`src/rtl/dbus_arbiter_pkg.sv`:
```
// Shared data-bus types and the arbiter state encoding used by dbus_arbiter
// and its testbench.
package dbus_arbiter_pkg;

  typedef enum logic [1:0] {
    MSIZE1 = 2'd0,
    MSIZE2 = 2'd1,
    MSIZE4 = 2'd2
  } msize_t;

  typedef struct packed {
    logic        valid;
    logic [31:0] addr;
    msize_t      size;
    logic [3:0]  strobe;
    logic [31:0] data;
  } dbus_req_t;

  typedef struct packed {
    logic        addr_ok;
    logic        data_ok;
    logic [31:0] data;
  } dbus_resp_t;

  typedef enum logic [1:0] {
    IDLE = 2'd0,
    ADDR = 2'd1,
    DATA = 2'd2
  } arb_state_t;

endpackage

```
`src/rtl/dbus_arbiter.sv`:
```
// Two-requester data-bus arbiter: one outstanding transaction, registered
// downstream request, per-owner kill. Define DBUS_ARB_FIXED_PRIO_EN for fixed m0 priority.
module dbus_arbiter
  import dbus_arbiter_pkg::*;
(
  input  logic       clk,
  input  logic       reset,
  input  dbus_req_t  m0_req,
  output dbus_resp_t m0_resp,
  input  dbus_req_t  m1_req,
  output dbus_resp_t m1_resp,
  input  logic       kill0,
  input  logic       kill1,
  output dbus_req_t  s_req,
  input  dbus_resp_t s_resp,
  output logic       busy,
  output arb_state_t dbg_state
);

  // Handshake: a requester holds valid until it sees addr_ok (or is killed);
  // s_req.valid is high only in ADDR and drops after the addr_ok cycle;
  // data_ok closes the transaction and returns the arbiter to IDLE.

  arb_state_t state, state_nx;
  logic       owner, owner_nx;
  logic       last, last_nx;
  logic       killed, killed_nx;
  dbus_req_t  req_q, req_q_nx;
  dbus_resp_t up_resp;

  logic elig0, elig1, grant_any, grant_idx;
  logic kill_owner, suppress;

  always_comb begin
    elig0     = m0_req.valid & ~kill0;
    elig1     = m1_req.valid & ~kill1;
    grant_any = elig0 | elig1;
`ifdef DBUS_ARB_FIXED_PRIO_EN
    grant_idx = ~elig0;
`else
    grant_idx = (elig0 & elig1) ? ~last : elig1;
`endif
  end

  // A kill arriving in the same cycle as the response already suppresses it.
  assign kill_owner = owner ? kill1 : kill0;
  assign suppress   = killed | kill_owner;

  always_comb begin
    state_nx  = state;
    owner_nx  = owner;
    last_nx   = last;
    killed_nx = killed;
    req_q_nx  = req_q;
    up_resp   = '0;
    unique case (state)
      IDLE: begin
        if (grant_any) begin
          req_q_nx       = grant_idx ? m1_req : m0_req;
          req_q_nx.valid = 1'b1;
          owner_nx       = grant_idx;
          killed_nx      = 1'b0;
          state_nx       = ADDR;
        end
      end
      ADDR: begin
        killed_nx = suppress;
        if (s_resp.addr_ok) begin
          up_resp.addr_ok = ~suppress;
          if (s_resp.data_ok) begin
            up_resp.data_ok = ~suppress;
            up_resp.data    = suppress ? '0 : s_resp.data;
            last_nx         = owner;
            state_nx        = IDLE;
          end else begin
            state_nx = DATA;
          end
        end
      end
      DATA: begin
        killed_nx = suppress;
        if (s_resp.data_ok) begin
          up_resp.data_ok = ~suppress;
          up_resp.data    = suppress ? '0 : s_resp.data;
          last_nx         = owner;
          state_nx        = IDLE;
        end
      end
      default: state_nx = IDLE;
    endcase
  end

  always_ff @(posedge clk) begin
    if (reset) begin
      state  <= IDLE;
      owner  <= 1'b0;
      last   <= 1'b1;
      killed <= 1'b0;
      req_q  <= '0;
    end else begin
      state  <= state_nx;
      owner  <= owner_nx;
      last   <= last_nx;
      killed <= killed_nx;
      req_q  <= req_q_nx;
    end
  end

  always_comb begin
    s_req = '0;
    if (state == ADDR) begin
      s_req       = req_q;
      s_req.valid = 1'b1;
    end
  end

  assign m0_resp   = owner ? '0 : up_resp;
  assign m1_resp   = owner ? up_resp : '0;
  assign busy      = (state != IDLE);
  assign dbg_state = state;

endmodule

```
`config.mk`:
```
export PLATFORM = sky130hd
export DESIGN_NAME = dbus_arbiter
export DESIGN_NICKNAME = d
export VERILOG_FILES = /design/src/rtl/dbus_arbiter_pkg.sv /design/src/rtl/dbus_arbiter.sv
export SDC_FILE = /design/constraint.sdc
export NUM_CORES = 1
export LEC_CHECK = 0
export ABC_AREA = 1
export ABC_CLOCK_PERIOD_IN_PS = 1600
export CORE_AREA = 4 4 142 117
export DETAILED_ROUTE_END_ITERATION = 8
export DIE_AREA = 0 0 146 121
export PLACE_DENSITY_LB_ADDON = 0.2
export SYNTH_ARGS = -nofsm -noshare
export SYNTH_HDL_FRONTEND = slang
export SYNTH_SLANG_ARGS = --single-unit
```
`constraint.sdc`:
```
create_clock -name clk -period 1.6 [get_ports clk]
set_input_delay 0.32 -clock clk [delete_from_list [all_inputs] [get_ports clk]]
set_output_delay 0.32 -clock clk [all_outputs]
set_load 0.02 [all_outputs]
```
==> impl_results.md <==
- Number of global-route vias before repair: approximately 6400
- DRC Markers: 0
- Power per cell area: approximately 770 nW/um^2
- Die Footprint: 17700 um^2
- Async S/R FF share, synth: 0
- Worst-path maximum fanout: 5
- Critical path origin: dbg_state[0]$_SDFFE_PP0P_
- Worst Setup End Kind: output port
- Crit share post-route: 1.40
- Worst setup SP type: flip-flop
- First-pass GRT wire length: ~34000 um
- # setup viols final: 140
- Hold path start: reset
- Slack of the critical path: -0.634 ns
- Initial antenna violation count: 1
- Layout cell share with drive strength beyond 1: 0.329
- Wirelength, routed: about 24000 um
- Peak VDD IR: 0.750 mV
- TritonCTS Buffers: 9
- Via/cell ratio: between 4 and 5
- Final hold viol count: 0
- Num rows: between 40 and 50
- Post-synth EDFFs: 0
- CTS H-tree depth: 3
- Syn-to-layout area delta: 113%
- Post-synth cell types: 18
- Largest net degree at the start of global routing: 76
- Clock sink count: between 70 and 80
- Worst r2r src: dbg_state[0]$_SDFFE_PP0P_
- Worst slack, placed: -0.845 ns
- Detailed placer's ending HPWL: approximately 15000 um
- Cell taking the most area after synthesis: dfxtp_1
- Unrepaired setup endpoints after global routing: yes
- Worst Reg-to-Reg Cells: 13
- Clk buf depth: 2
- Worst hold stages: 3
- Worst r2r dst: dbg_state[1]$_SDFFE_PP0P_
- Failing checks: setup timing
- Via Count: approximately 6800
- Tmin final: ~2.2 ns
- Top cell type's share of synthesized area: 0.294
- Die width: about 150 um
- CTS tree: done
- Count leader, synth: inv_1
- HP Class: in -> reg
- Status: complete, but fails checks
- Post-Place Cells: 1415
- Worst reg-to-reg setup slack: -0.25 ns
- GPL Wtd Cong: ~0.84
- Post-layout nets: 1462
- CP Data Required Time: between 1 and 1.5 ns
- Count of boundary I/O pins: ~320
- IO buf count: around 320
- Hold Slack: about 0.45 ns
- Register bit total from synthesis: 75
- Slew margin rel.: 0.737
- DR iter-0 viols: 290
- Max capacitance violation total: 0
- Top post-synthesis cells by area: dfxtp_1 (29%), inv_1 (19%), nand2_1 (17%)
- Clock Latency Late Sink: around 0.34 ns
- Fin Clk Skew: between 0.006 and 0.007 ns
- Slew Viols, Final: 0
- Avg Synthesized Cell Area: ~5.5 um^2
- Drt first pass iters: 5
- Drt wl/cell: 16.1 um
- Max Freq: 448 MHz
- Worst-Margin Slew: 0.394 ns
- Setup CP Type: reg -> out
- Clock slew at reported path FFs: approximately 0.060 ns
- Post-route insts no fill: ~1500
- Post-route ant nets: 0
- Pwr Total: between 0.008 and 0.009 W
- All-Layer GR Usage: 0.244
- Most used DFF post-synth: dfxtp_1
- CTS root buf: clkbuf_16
- Hold_buf cts: 0
- Cell count after synthesis: approximately 900
- Final core utilization: 0.708
- Crit path DAT: roughly 1.9 ns
- Synthesized Nets: 1102
- Hold endpoint: dbg_state[1]$_SDFFE_PP0P_
- Yosys warns: 0
- Top post-synthesis cells by count: inv_1 (253), nand2_1 (229), nand3_1 (145)
- Initial core utilization: 0.332
- Sequential share of the synthesized area: 0.294
- Post-synthesis cell area: about 5100 um^2
- Total core area: around 15000 um^2
- Die H: 121 um
- Leakage: ~6 nW
- Grt total ovfl: 0
flip-flops by register name, indices dropped and copies added, names as in the netlist:
signal / flops
dbg_state: 2
killed: 1
last: 1
owner: 1
req_q: 70
metrics by stage:
step | area (um^2) | TNS, ns
2_1_floorplan | 5620 | -5.02
3_3_place_gp | 9200 | -100.51
3_5_place_dp | 9200 | -100.57
4_1_cts | 10200 | -66.12
5_1_grt | 10900 | -80.73
6_report | 10900 | -72.63
cell usage in the layout (no fill, tap or decap), drive strengths merged:
master,synthesis,routed
inv,257,255
buf,37,217
nand3,149,149
nand2,230,230
clkbuf,20,20
a21oi,76,76
clkinvlp,0,2
dlygate4sd2,0,2
diode,0,1
bufinv,0,1
nor2,70,70
clkdlybuf4s50,0,178
clkinv,1,5
dfxtp,75,75
o21ai,1,1
ha,3,3
worst max-delay path by stage:
stage                        endpoint  slack (ns)
after floorplan           m0_resp[10]       -0.09
after global placement     m0_resp[0]       -0.82
after detailed placement   m0_resp[0]       -0.84
after CTS                 m0_resp[20]       -0.62
after global routing      m1_resp[25]       -0.71
final                     m1_resp[25]       -0.63
per-layer routing:
layer  vias up  GRT usage  wire [um]
li1       3416          -          -
met5         -          0          0
met4         0     0.0823        692
met3        44     0.0657       1680
met1      3041      0.285       9370
met2       258      0.435      12100
worst max-delay path, stage by stage, from the launching register on:
cell	delay, ns
dfxtp_4	0.37
inv_4	0.04
ha_4	0.28
nand2_4	0.05
nor2_4	0.16
nand3_4	0.18
clkbuf_16	0.23
nor2_4	0.12
buf_6	0.13
cell type report:
cell class	count	area [um^2]
Timing Repair Buffer	406	4620
Clock buffer	11	243
Multi-Input combinational cell	529	3200
Sequential cell	75	1510
Fill cell	1259	4480
Antenna cell	1	2.50
Tap cell	193	241
Clock inverter	5	62.6
Inverter	258	992
repair_timing:
item / CTS / global route
pin swaps: 18 / 28
endpoints found under the setup margin: 150 / 211
cloned: 10 / 9
resized for setup: 846 / 157
setup buffers: 23 / 9
cell families (layout without fill, tap and decap cells):
group / after synthesis / count (layout) / synth area share
and+or+nand+nor: 449 / 449 / 0.375
buffers and inverters: 315 / 680 / 0.248
adders and majority gates: 3 / 3 / 0.00736
DFF: 75 / 75 / 0.294
AOI/OAI and AO/OA: 77 / 77 / 0.0756
other: 0 / 1 / 0
where the power goes:
part           internal (W)  leakage (nW)  switching [W]
combinational       0.00191          5.14        0.00190
sequential          0.00219         0.622       0.000244
clock               0.00126         0.142       0.000832
total               0.00536          5.91        0.00298
Note: power is estimated with default switching activity, not from simulation.
